==> src/rtl/segway_math_pipe.sv <==
// Two-stage segway wheel-speed pipeline: soft-start scaled PID plus clipped steering, saturated to W bits, with persistent overspeed flag.
// vld_in -> vld_out in 2 clks, full throughput, no backpressure; define SPD_SLEW_EN to rate-limit speed changes per valid sample.
module segway_math_pipe #(
  parameter int          W            = 12,
  parameter int          SS_BITS      = 8,
  parameter int          SS_PRE       = 0,
  parameter logic [11:0] STEER_MIN    = 12'h200,
  parameter logic [11:0] STEER_MAX    = 12'hE00,
  parameter int          FAST_THRESH  = 1536,
  parameter int          FAST_PERSIST = 4,
  parameter int          SLEW_STEP    = 64
) (
  input  logic                clk,
  input  logic                rst_n,
  input  logic                vld_in,
  input  logic signed [W-1:0] PID_cntrl,
  input  logic        [11:0]  steer_pot,
  input  logic                en_steer,
  input  logic                pwr_up,
  output logic                vld_out,
  output logic signed [W-1:0] lft_spd,
  output logic signed [W-1:0] rght_spd,
  output logic                too_fast,
  output logic                ss_done
);

  localparam int PW  = SS_PRE + 1;
  localparam int PW1 = W + SS_BITS + 1;
  localparam int SW  = W + 2;
  localparam int SPW = W + 6;
  localparam int CW  = $clog2(FAST_PERSIST + 1);

  localparam logic        [PW-1:0] PRE_LAST = PW'((1 << SS_PRE) - 1);
  localparam logic signed [SW-1:0] SMAX     = SW'((2 ** (W - 1)) - 1);
  localparam logic signed [SW-1:0] SMIN     = SW'(-(2 ** (W - 1)));
  localparam logic signed [SW-1:0] FAST_T   = SW'(FAST_THRESH);
  localparam logic        [CW-1:0] FP_C     = CW'(FAST_PERSIST);

  // ---------------- soft-start ramp ----------------
  logic [PW-1:0]      pre_cnt;
  logic [SS_BITS-1:0] ss_tmr;
  logic               pre_wrap;

  assign pre_wrap = (pre_cnt == PRE_LAST);
  assign ss_done  = &ss_tmr;

  always_ff @(posedge clk or negedge rst_n) begin
    if (!rst_n) begin
      pre_cnt <= '0;
      ss_tmr  <= '0;
    end else if (!pwr_up) begin
      pre_cnt <= '0;
      ss_tmr  <= '0;
    end else begin
      pre_cnt <= pre_wrap ? '0 : pre_cnt + 1'b1;
      if (pre_wrap && !ss_done)
        ss_tmr <= ss_tmr + 1'b1;
    end
  end

  // ---------------- stage 1: scale and steer ----------------
  logic signed [PW1-1:0] prod;
  logic        [11:0]    pot_clip;
  logic signed [12:0]    sp;
  logic signed [SPW-1:0] sp3;
  logic                  unused_bits;

  always_comb begin
    prod     = PW1'(PID_cntrl) * PW1'($signed({1'b0, ss_tmr}));
    pot_clip = (steer_pot < STEER_MIN) ? STEER_MIN :
               (steer_pot > STEER_MAX) ? STEER_MAX : steer_pot;
    sp       = $signed({1'b0, pot_clip}) - 13'sh7FF;
    sp3      = SPW'(sp) * SPW'(3);
  end

  // Bit slices below are the arithmetic shifts (>>> SS_BITS, >>> 4), so both floor.
  assign unused_bits = ^{prod[SS_BITS-1:0], prod[PW1-1], sp3[3:0]};

  logic                 v1;
  logic signed [W-1:0]  pid_ss_r;
  logic signed [SW-1:0] steer_r;

  always_ff @(posedge clk or negedge rst_n) begin
    if (!rst_n) begin
      v1       <= 1'b0;
      pid_ss_r <= '0;
      steer_r  <= '0;
    end else begin
      v1 <= vld_in;
      if (vld_in) begin
        pid_ss_r <= prod[SS_BITS +: W];
        steer_r  <= en_steer ? sp3[SW+3:4] : '0;
      end
    end
  end

  // ---------------- stage 2: sum, saturate, overspeed ----------------
  function automatic logic signed [W-1:0] sat(input logic signed [SW-1:0] x);
    if (x > SMAX)      sat = SMAX[W-1:0];
    else if (x < SMIN) sat = SMIN[W-1:0];
    else               sat = x[W-1:0];
  endfunction

`ifdef SPD_SLEW_EN
  localparam logic signed [SW-1:0] STEP = SW'(SLEW_STEP);

  function automatic logic signed [W-1:0] slew(input logic signed [W-1:0] prev,
                                               input logic signed [W-1:0] tgt);
    logic signed [SW-1:0] p;
    logic signed [SW-1:0] d;
    p = SW'(prev);
    d = SW'(tgt) - p;
    if (d > STEP)       slew = sat(p + STEP);
    else if (d < -STEP) slew = sat(p - STEP);
    else                slew = tgt;
  endfunction
`endif

  logic signed [SW-1:0] pid_ext, sum_l, sum_r, lft_ext, rght_ext;
  logic signed [W-1:0]  lft_n, rght_n;
  logic                 is_fast;
  logic        [CW-1:0] fast_cnt, cnt_n;

  always_comb begin
    pid_ext = SW'(pid_ss_r);
    sum_l   = pid_ext + steer_r;
    sum_r   = pid_ext - steer_r;
    lft_n   = sat(sum_l);
    rght_n  = sat(sum_r);
`ifdef SPD_SLEW_EN
    lft_n   = slew(lft_spd, lft_n);
    rght_n  = slew(rght_spd, rght_n);
`endif
    lft_ext  = SW'(lft_n);
    rght_ext = SW'(rght_n);
    is_fast  = (lft_ext > FAST_T) || (rght_ext > FAST_T);
    cnt_n    = !is_fast ? '0 : (fast_cnt == FP_C) ? fast_cnt : fast_cnt + 1'b1;
  end

  always_ff @(posedge clk or negedge rst_n) begin
    if (!rst_n) begin
      vld_out  <= 1'b0;
      lft_spd  <= '0;
      rght_spd <= '0;
      fast_cnt <= '0;
      too_fast <= 1'b0;
    end else begin
      vld_out <= v1;
      // Rider off: drive is forced to zero regardless of pipeline contents.
      if (!pwr_up) begin
        lft_spd  <= '0;
        rght_spd <= '0;
        fast_cnt <= '0;
        too_fast <= 1'b0;
      end else if (v1) begin
        lft_spd  <= lft_n;
        rght_spd <= rght_n;
        fast_cnt <= cnt_n;
        too_fast <= (cnt_n == FP_C);
      end
    end
  end

endmodule
==> config.mk <==
export PLATFORM = sky130hd
export DESIGN_NAME = segway_math_pipe
export DESIGN_NICKNAME = d
export VERILOG_FILES = /design/src/rtl/segway_math_pipe.sv
export SDC_FILE = /design/constraint.sdc
export NUM_CORES = 1
export LEC_CHECK = 0
export ABC_AREA = 1
export BUFFER_PORTS_ARGS = -buffer_cell sky130_fd_sc_hd__buf_4
export CORE_MARGIN = 2
export CORE_UTILIZATION = 55
export CTS_BUF_LIST = sky130_fd_sc_hd__clkbuf_4 sky130_fd_sc_hd__clkbuf_8
export DETAILED_ROUTE_END_ITERATION = 16
export PLACE_DENSITY = 0.79
export SYNTH_ARGS = -nofsm -noshare
export SYNTH_HDL_FRONTEND = slang
export SYNTH_SLANG_ARGS = --single-unit
==> constraint.sdc <==
create_clock -name clk -period 4.3 [get_ports clk]
set_input_delay 0.86 -clock clk [delete_from_list [all_inputs] [get_ports clk]]
set_output_delay 0.86 -clock clk [all_outputs]
set_load 0.01 [all_outputs]
**Word-level counts from Yosys, hierarchy flattened**

Cells that the tools add are included.

- Bits of input ports: 29
- Logic and storage cells: 56
- Output and inout port bits: 27
- Flip-flop bits (word level): 65

- Add/subtract/negate cells: 6
- $mul: 2
- Multiplexer cells: 21
- Bitwise operators: 1
- Reductions and logical operators: 4
- Eq/ne operators: 4
- Order comparisons: 8

Operators by type and width:

| cell | number |
|---|---|
| two-way mux 12 bit | 10 |
| greater-than comparator 12 bit (second input constant) | 3 |
| greater-than comparator 14 x 12 -> 1 bit (second input constant) | 2 |
| less-than comparator 14 x 12 -> 1 bit (second input constant) | 2 |
| multiplier 12 x 9 -> 20 bit | 1 |
| multiplier 13 x 3 -> 16 bit (second input constant) | 1 |
| two-way mux 8 bit | 2 |
| adder 12 x 14 -> 14 bit | 1 |
| two-way mux 14 bit | 1 |
| subtractor 12 x 14 -> 14 bit | 1 |
| subtractor 12 x 11 -> 13 bit (second input constant) | 1 |
| less-than comparator 12 x 10 -> 1 bit (second input constant) | 1 |
| two-way mux 3 bit | 4 |
| adder 8 x 1 -> 8 bit (second input constant) | 1 |
| AND reduction 8 bit | 1 |
| == test 3 bit (second input constant) | 2 |
| two-way mux 1 bit | 4 |
| != test 2 x 1 -> 1 bit (second input constant) | 2 |
| adder 3 x 1 -> 3 bit (second input constant) | 1 |
| adder 1 bit (second input constant) | 1 |
| logical AND 1 bit | 1 |
| zero test 1 bit | 1 |
| logical OR 1 bit | 1 |
| NOT 1 bit | 1 |

**Logic depth before layout (Yosys ltp)**

Gate-level depths: netlist of the first run.

- Depth in word-level cells: 10
- Mapped depth: 29
- Depth with buffers taken out: 29

**Worst setup path before layout of the first run**

Ideal clock, no wire load.

- Kind: input port to flip-flop
- Start point: input port PID_cntrl[11]
- End point: register pid_ss_r[11]
- Path buffers: 1
- Slack: -0.550 ns
- Stages on the path: 19
- Arrival time: 4.732 ns
- Setup time: 0.118 ns
- Data required time: 4.182 ns
- Cell sequence: clkbuf_1 > nand2_1 > inv_1 > fa_1 > fa_1 > inv_1 > fa_1 > inv_1 > fa_1 > ha_1 > a21oi_1 > o21ai_0 > a21oi_1 > nand2_1 > nand2_1 > nand2_1 > or2_2 > nand3_1 > nand2_1

- Word-level cells in the longest chain between the ends: 1

RTL lines:

| what | RTL line | RTL |
|---|---|---|
| start: declaration | 16 | `input logic signed [W-1:0] PID_cntrl,` |
| multiplier 12 x 9 -> 20 bit | 69 | `prod = PW1'(PID_cntrl) * PW1'($signed({1'b0, ss_tmr}));` |
| end signal: assignment | 91 | `pid_ss_r <= prod[SS_BITS +: W];` |
| end: declaration | 80 | `logic signed [W-1:0] pid_ss_r;` |

No other way between the ends.
A chain may end at the register's enable or synchronous reset.

**Worst setup path in the final report of the first run**

- Start point: input port PID_cntrl[3]
- End point: register pid_ss_r[6]

Same word-level chain as after synthesis.

==> results.toml, run 1 <==
[timing]
slew_headroom_pct = 49.80
worst_pin_slew_ps = 753.0
fin_crit_sh_pct = 99.03
fin_hold_ws_ps = 405.3
min_period_ps = 4258
rsz0062_at_grt = "true"
tns_ps = 0
hold_viol_final = 0
drv_slew = 0
finClkSkew_ps = 15.65
max_freq_mhz = 234.8
finalSetupViolations = 0

[die]
initial_core_util_pct = 56.15
rows = 45
die_y_um = 128.6
core_area_mm2 = 0.01520
die_x_um = 128.6
die_area_mm2 = 0.01653
io_pins = 56

[route]
antenna_left = 0
drt-pass1-iter-count = 5
drt_iter0_drc = 582
wire_per_inst_um = 13.43
via_per_inst = 5.133
via_count = 7828
routed_wl_um = 20480
drc = 0

[cts]
cts_buffers = 9
clk_latency_ps = 350
clk_pin_slew_ps = 80
clock_sinks = 62
cts_tree = "done"
clockBufferDepth = 2
htree_levels = 3
cts_root_buf = "clkbuf_8"
hold_buffers = 0

[synth]
ys_ff_latch = 62
ys_warn_count = 0
synth.avg_cell_area_um2 = 7.185
syn_inst = 1188
ys.flop_type = "dfrtp_1"
syn_nets = 1380
yosysUniqueCellTypes = 43
synth-seq-area-share_pct = 18.18
synthArstFlopShare_pct = 100.0
synth_edf_count = 0
synthesis.area_mm2 = 0.008536

[cells_and_area]
multi_input_area_mm2 = 0.006261
finalInstanceArea_mm2 = 0.01066
final_nets = 1524
fin_cells = 1525
area_growth_pct = 24.89
utilization_pct = 70.12
drive_gt1_share_pct = 23.19
regArea_mm2 = 0.001556
n_fill_cell = 1219
diodes = 0

[grt]
grt_pass1_vias = 7606
overflow = 0
grt_pass1_wl_um = 33610
grt_antenna_before_repair = 0
grt_use_total_pct = 24.58
grt_max_degree = 63

[critical_path]
max_stage_delay_ps = 570
worstPathMaxFanout = 6
critPathSlowestCell = "fa_1"
critPathKind = "primary input to flop"
crit_family = "adder cells"
cp.arrival_ps = 4530
start_kind = "primary input"
crit_buf_inv = 2
cp_common_cell = "fa_1"
end_kind = "flop"
cp.required_ps = 4570
crit_path_cell_trace = "buf_12 > nand2_4 > fa_1 > fa_1 > inv_2 > fa_1 > fa_1 > ha_4 > nand2_4 > o21a_1 > nand2_2 > nand2_2 > o21ai_4 > nand2_2 > nand2_4 > nand3_2 > nand2_1 > nand2_1 > a31oi_1"

[power_and_ir_drop]
p_per_area_mw_per_mm2 = 289.9
peakVddDrop_mv = 0.2207
leakage_nw = 6.116

[run]
maxCapViolCount = 0

[placement]
gp_congestion = 0.9031
post-place-cells = 1491
numPortBuffers = 55
place_area_mm2 = 0.009933
hpwl_um = 15910

[status]
status = "completed"

[min_path]
hold_class = "flop to flop"
[layout make-up]
| type | instances | share of cell area [%] |
|---|---|---|
| inverter | 268 | 9.460 |
| multi-input combinational | 820 | 58.73 |
| sequential | 62 | 14.60 |
| clock buffer | 9 | 1.162 |
| tap | 188 | 2.207 |
| clock inverter | 7 | 0.4695 |
| timing repair buffer | 171 | 13.37 |
[cell usage after synthesis, types with 3 or more instances]
cell type  number  area share, %
a211oi_1        3           0.26
xnor2_1        14            1.4
o21bai_1        5           0.44
buf_6           4           0.53
o21ai_0        37            2.2
inv_1         259             11
o21ai_1         6           0.35
clkbuf_1       21           0.92
a22o_1         16            1.6
nor2_2          4           0.29
nand3_1        46            2.7
o22ai_1         8           0.59
nand2_2        14            1.0
inv_2           6           0.26
nand2_1       331             15
buf_4           7           0.62
nor2_1         59            2.6
a31oi_1        10           0.73
ha_1           86             13
nor3_1         11           0.64
nor4_1          5           0.37
fa_1           77             18
xor2_1         21            2.2
clkinv_1        3           0.13
clkbuf_2        4           0.23
dfrtp_1        62             18
a21oi_1        38            2.2
nand4_1        12           0.88
[worst paths after layout]
path,startpoint,to,slack (ps),cells past startpoint
max,PID_cntrl[3],pid_ss_r[6]$_DFFE_PN0P_,40,19
max in group asynchronous,rst_n,ss_tmr[4]$_DFFE_PN0P_,3180,1
min reg2reg,v1$_DFF_PN0_,vld_out$_DFF_PN0_,410,0
max reg2reg,ss_tmr[3]$_DFFE_PN0P_,pid_ss_r[6]$_DFFE_PN0P_,50,19
min in group asynchronous,rst_n,rght_spd[3]$_DFFE_PN0P_,570,1
min,v1$_DFF_PN0_,vld_out$_DFF_PN0_,410,0
[metrics by stage]
stage / setup slack [ps] / total power (W)
after floorplan: -129.3 / 0.002056
after global routing: -123.5 / 0.003368
after global placement: -275.3 / 0.002504
after detailed placement: -300.8 / 0.002548
final: 41.89 / 0.003091
after CTS: 16.85 / 0.003010
[cell families (layout without fill, tap and decap cells)]
| logic type | after synthesis | in the layout | synth area share [%] |
|---|---|---|---|
| buffers and inverters | 306 | 455 | 14.20 |
| AOI/OAI and AO/OA | 133 | 133 | 9.455 |
| DFF | 62 | 62 | 18.18 |
| and+or+nand+nor | 489 | 489 | 23.91 |
| xor gates and xnor gates | 35 | 35 | 3.591 |
| adders and majority gates | 163 | 163 | 30.67 |
[sequential cells by signal, indices dropped and copies added (netlist names)]
name / cells
too_fast: 1
ss_tmr: 8
lft_spd: 12
pid_ss_r: 12
vld_out: 1
steer_r: 12
v1: 1
fast_cnt: 3
rght_spd: 12
[routing by layer]
metal	track usage (%)	part of all wire, %
met5	0	0
met4	6.522	2.1
met3	3.077	6.1
met2	42.37	48
met1	33.00	43
[cells in the final DEF, fill, tap and decap left out, types with 33 or more instances in the layout]
master and n:
buf_4 153, dfrtp_1 58, fa_1 72, ha_1 70
inv_1 245, nand2_1 304, nand2_2 33, nand3_1 43
nor2_1 57
[timing repair]
item                                    4_1_cts  5_1_grt
pin swaps                                     0       56
cloned                                        0        0
endpoints found under the setup margin        1       18
buffers inserted                              0       18
resized for setup                             1       98
[where the power goes]
group | switching (W) | internal, W
combinational | 0.00110 | 0.000748
sequential | 0.0000817 | 0.000691
clock | 0.000256 | 0.000211
Power figures use the tool's default switching activity.
==> run 2: changes to the inputs <==
==> config.mk (replaced) <==
export PLATFORM = sky130hd
export DESIGN_NAME = segway_math_pipe
export DESIGN_NICKNAME = d
export VERILOG_FILES = /design/src/rtl/segway_math_pipe.sv
export SDC_FILE = /design/constraint.sdc
export NUM_CORES = 1
export LEC_CHECK = 0
export CORE_MARGIN = 2
export CORE_UTILIZATION = 55
export CTS_BUF_LIST = sky130_fd_sc_hd__clkbuf_4 sky130_fd_sc_hd__clkbuf_8
export DETAILED_ROUTE_END_ITERATION = 16
export DONT_BUFFER_PORTS = 1
export PLACE_DENSITY = 0.76
export SYNTH_ARGS = -nofsm -noshare
export SYNTH_HDL_FRONTEND = slang
export SYNTH_SLANG_ARGS = --single-unit
==> results.toml, run 2 <==
[timing]
tns_ps = -1224
drv_slew = 0
final.setup.worst_slack_ps = -253.2
fin_crit_sh_pct = 105.9
min_period_ps = 4553
max_freq_mhz = 219.6
worst_pin_slew_ps = 807.0
finClkSkew_ps = 11.58
hold_viol_final = 0
finalSetupViolations = 6
slew_headroom_pct = 46.14
rsz0062_at_grt = "true"

[synth]
ys_ff_latch = 62
synthArstFlopShare_pct = 100.0
yosysUniqueCellTypes = 69
synth-seq-area-share_pct = 19.75
synth.most_common_cell = "inv_1"
synth_edf_count = 0
syn_inst = 901
synthesis.area_mm2 = 0.007856
netlist.area_leader.share_pct = 19.75
ys_top_cells_by_count = "131 x inv_1, 86 x ha_1, 84 x nor2_1"
ys.flop_type = "dfrtp_1"
synth.largest_area_cell = "dfrtp_1"
synth.avg_cell_area_um2 = 8.720
ys_warn_count = 0
ys_top_cells_by_area = "dfrtp_1 20%, fa_1 20%, ha_1 14%, inv_1 6.3%, and2_1 4.8%"
syn_nets = 1093

[cells_and_area]
diodes = 0
drive_gt1_share_pct = 16.93
n_fill_cell = 1182
utilization_pct = 64.83
final_cell_mix = "129 x inv_1, 84 x nor2_1, 78 x ha_1, 72 x fa_1, 67 x buf_4"
final_nets = 1151
area_growth_pct = 14.99
layout_commonest_cell = "inv_1"
finalInstanceArea_mm2 = 0.009034

[critical_path]
critPathKind = "flop to flop"
cp.required_ps = 4540
start_kind = "flop"
cp.arrival_ps = 4790
worstPathMaxFanout = 3
end_kind = "flop"
crit_start = "ss_tmr[0]$_DFFE_PN0P_"
r2r-start = "ss_tmr[0]$_DFFE_PN0P_"

[status]
status = "finished with violations"
failed_checks = "negative setup slack"

[die]
die_x_um = 123.5
die_area_mm2 = 0.01526
io_pins = 56
initial_core_util_pct = 56.38
core_area_mm2 = 0.01393
rows = 43
die_y_um = 123.5

[cts]
hold_buffers = 0
clk_latency_ps = 350
cts_buffers = 9
clockBufferDepth = 2
clock_sinks = 62
htree_levels = 3
clk_pin_slew_ps = 70
cts_tree = "done"
cts_root_buf = "clkbuf_8"

[min_path]
hold_class = "primary input to asynchronous set/reset pin"

[grt]
grt_pass1_vias = 6355
grt_antenna_before_repair = 0
grt_pass1_wl_um = 29010
overflow = 0
grt_use_total_pct = 23.62
grt_max_degree = 63

[route]
antenna_left = 0
drt_iter0_drc = 363
drt-pass1-iter-count = 5
wire_per_inst_um = 14.94
drc = 0
routed_wl_um = 17080
via_count = 6308
via_per_inst = 5.519

[power_and_ir_drop]
leakage_nw = 4.484
p_per_area_mw_per_mm2 = 322.8
peakVddDrop_mv = 0.1813

[placement]
hpwl_um = 13430
place_area_mm2 = 0.008549
numPortBuffers = 0
pre_cts_slack_ps = -609.4
gp_congestion = 0.9070

[run]
maxCapViolCount = 0
-- run 2: final cells by class --
class                   count  area [um2]  share of cell area [%]
clock buffers              12       158.9                   1.759
clock inverters             3       67.56                  0.7479
inverters                 135       506.7                   5.609
multi-input cells         679        5949                   65.86
flip-flops and latches     62        1558                   17.24
well taps                 180       225.2                   2.493
repair buffers             72       568.0                   6.288
-- run 2: through the flow --
stage | hold slack, ps | std cells | total power [W]
after CTS | 188.6 | 1140 | 0.002877
after floorplan | 414.5 | 901 | 0.001918
after global placement | 534.1 | 1120 | 0.002232
final | 197.2 | 1143 | 0.002916
after global routing | 181.2 | 1143 | 0.003137
after detailed placement | 540.5 | 1120 | 0.002261
-- run 2: worst paths after layout --
check,endpoint,slack [ps],cells after the start
max in group asynchronous,steer_r[1]$_DFFE_PN0P_,3980,0
max,pid_ss_r[9]$_DFFE_PN0P_,-250,18
max reg2reg,pid_ss_r[9]$_DFFE_PN0P_,-250,18
min in group clk,v1$_DFF_PN0_,550,0
min,rght_spd[2]$_DFFE_PN0P_,200,0
min reg2reg,steer_r[5]$_DFFE_PN0P_,560,2
-- run 2: per-layer routing --
metal | wire length, um | global-route usage [%] | vias to the layer above
met1 | 7685 | 32.23 | 3030
met2 | 8395 | 39.59 | 134
li1 | - | - | 3119
met3 | 717 | 3.459 | 25
met5 | 0 | 0 | -
met4 | 278 | 5.966 | 0
-- run 2: power by group --
group	total, W	switching [W]	internal (W)
combinational	0.00152	0.000866	0.000657
clock	0.000591	0.000229	0.000361
sequential	0.000803	0.000116	0.000687
total	0.00292	0.00121	0.00171
-- run 2: timing repair --
action                     in CTS  in global routing
buffers inserted                6                  5
setup endpoints to repair       8                 15
pin swaps                      13                 30
resized for setup              15                 38
-- run 2: logic make-up after synthesis --
logic type | count (synthesis) | synth area share [%]
AOI/OAI and AO/OA | 163 | 13.95
xor gates and xnor gates | 46 | 5.128
adders and majority gates | 163 | 33.32
buffers and inverters | 160 | 7.788
DFF | 62 | 19.75
muxes | 9 | 1.258
and+or+nand+nor | 298 | 18.81
-- run 2: critical path, cell delays in order (launching register included) --
cell and delay [ps]:
dfrtp_1 410, buf_4 140, buf_6 100, nand2_2 60
fa_1 520, inv_1 70, fa_1 500, inv_1 50
fa_1 470, inv_1 50, fa_1 520, ha_4 310
nand2_2 60, o31ai_4 220, a41oi_2 220, o21ai_4 270
a21oi_2 100, xnor2_1 130, mux2_2 260
==> run 3: changes to the inputs <==
--- a/config.mk
+++ b/config.mk
@@ -7,9 +7,9 @@
 export LEC_CHECK = 0
 export CORE_MARGIN = 2
 export CORE_UTILIZATION = 55
-export CTS_BUF_LIST = sky130_fd_sc_hd__clkbuf_4 sky130_fd_sc_hd__clkbuf_8
 export DETAILED_ROUTE_END_ITERATION = 16
 export DONT_BUFFER_PORTS = 1
+export MAX_ROUTING_LAYER = met4
 export PLACE_DENSITY = 0.76
 export SYNTH_ARGS = -nofsm -noshare
 export SYNTH_HDL_FRONTEND = slang
==> results.toml, run 3 (synthesis gave the netlist of run 2 again) <==
[timing]
worst_pin_slew_ps = 819.9
rsz0062_at_grt = "true"
min_period_ps = 4564
drv_slew = 0
hold_viol_final = 0
tns_ps = -1286
slew_headroom_pct = 45.01
final.setup.worst_slack_ps = -264.1
finalSetupViolations = 7
max_freq_mhz = 219.1
finClkSkew_ps = 8.788
fin_crit_sh_pct = 106.1

[cells_and_area]
utilization_pct = 65.50
final_cell_mix = "128 x inv_1, 83 x nor2_1, 79 x ha_1, 72 x fa_1, 66 x buf_4"
area_growth_pct = 16.18
final_nets = 1150
fin_cells = 1143
drive_gt1_share_pct = 16.41
layout_commonest_cell = "inv_1"
diodes = 0

[cts]
clk_latency_ps = 340
clockBufferDepth = 2
clk_pin_slew_ps = 60
clock_sinks = 62
cts_buffers = 9
cts_tree = "done"
htree_levels = 3
hold_buffers = 0
cts_root_buf = "clkbuf_16"

[die]
die_x_um = 123.5
rows = 43
core_area_mm2 = 0.01393
io_pins = 56
die_y_um = 123.5
initial_core_util_pct = 56.38
die_area_mm2 = 0.01526

[critical_path]
start_kind = "flop"
end_kind = "flop"
worstPathMaxFanout = 6
cp.arrival_ps = 4780
cp.required_ps = 4520
critPathKind = "flop to flop"

[route]
drc = 0
drt_iter0_drc = 421
wire_per_inst_um = 14.89
via_per_inst = 5.590
routed_wl_um = 17020
antenna_left = 0
drt-pass1-iter-count = 5
via_count = 6389

[status]
status = "finished with violations"
failed_checks = "negative setup slack"

[min_path]
hold_class = "primary input to asynchronous set/reset pin"

[placement]
numPortBuffers = 0
gp_congestion = 0.9130
post-place-cells = 1120
hpwl_um = 13430

[power_and_ir_drop]
power_frac_comb_pct = 47.7
p_int_w = 0.001938
p_per_area_mw_per_mm2 = 348.0
peakVddDrop_mv = 0.2547
swShare_pct = 38.99
clockPowerShare_pct = 27.0
seqPwrFrac_pct = 25.3
p_sw_w = 0.001239
leakage_nw = 4.542

[run]
maxCapViolCount = 0

[grt]
grt_antenna_before_repair = 0
grt_max_degree = 63
grt_use_total_pct = 24.63
grt_pass1_vias = 6414
overflow = 0
grt_pass1_wl_um = 29440
## run 3: stage by stage
| stage | instance area [um2] | power [W] | hold WS [ps] | setup WS, ps |
|---|---|---|---|---|
| after floorplan | 7936 | 0.001918 | 414.5 | -412.9 |
| after global placement | 8562 | 0.002232 | 536.8 | -555.6 |
| after detailed placement | 8562 | 0.002261 | 549.3 | -619.3 |
| after CTS | 8987 | 0.003145 | 214.2 | -230.0 |
| after global routing | 9128 | 0.003396 | 215.0 | -474.8 |
| final | 9128 | 0.003176 | 218.9 | -264.1 |
## run 3: timing repair
| item | 4_1_cts | 5_1_grt |
|---|---|---|
| gates resized for setup | 14 | 35 |
| hold endpoints to repair | 0 | 0 |
| setup buffers | 3 | 6 |
| pin swaps | 4 | 34 |
| gates cloned | 0 | 0 |
| endpoints found under the setup margin | 8 | 15 |
## run 3: worst max-delay path, cell delays in order (launching register included)
cell and delay (ps):
dfrtp_1 390, buf_12 130, nand2_4 50, fa_1 560
fa_1 440, fa_1 470, fa_1 530, inv_2 50
ha_4 210, a2111o_1 370, a21oi_2 180, o31ai_4 100
a41oi_2 280, buf_4 180, nand2b_4 60, a21oi_2 140
xnor2_1 70, mux2_4 250
## run 3: final timing paths
check                                       startpoint                       to  slack [ps]  cells after the start
worst max register to register   ss_tmr[0]$_DFFE_PN0P_  pid_ss_r[7]$_DFFE_PN0P_        -260                     17
max in group asynchronous                        rst_n    ss_tmr[1]$_DFFE_PN0P_        3970                      0
worst min register to register  steer_r[5]$_DFFE_PN0P_   steer_r[5]$_DFFE_PN0P_         560                      2
worst max-delay path             ss_tmr[0]$_DFFE_PN0P_  pid_ss_r[7]$_DFFE_PN0P_        -260                     17
worst min-delay path                             rst_n     too_fast$_DFFE_PN0P_         220                      0
min in group clk                steer_r[5]$_DFFE_PN0P_   steer_r[5]$_DFFE_PN0P_         560                      2
## run 3: layout make-up
class	instances	area, um2
inverters	135	506.7
flip-flops and latches	62	1558
repair buffers	71	569.3
multi-input cells	679	5918
clock buffers	13	260.3
fillers	1122	4807
clock inverters	3	90.09
well taps	180	225.2
## run 3: layer usage
metal  GRT usage (%)  vias to the layer above  wire, um
met1           32.25                     3094      7630
met3           3.736                       33       800
met4           7.315                        0       379
met5               -                        -         0
li1                -                     3113         -
met2           39.77                      149      8214
## run 3: power by group through the flow
| stage | sequential, W | combinational (W) | clock, W |
|---|---|---|---|
| after global routing | 0.000820 | 0.00169 | 0.000883 |
| after floorplan | 0.000780 | 0.00114 | 0 |
| after CTS | 0.000805 | 0.00148 | 0.000859 |
| final | 0.000804 | 0.00152 | 0.000857 |
| after detailed placement | 0.000813 | 0.00145 | 0 |
| after global placement | 0.000810 | 0.00142 | 0 |
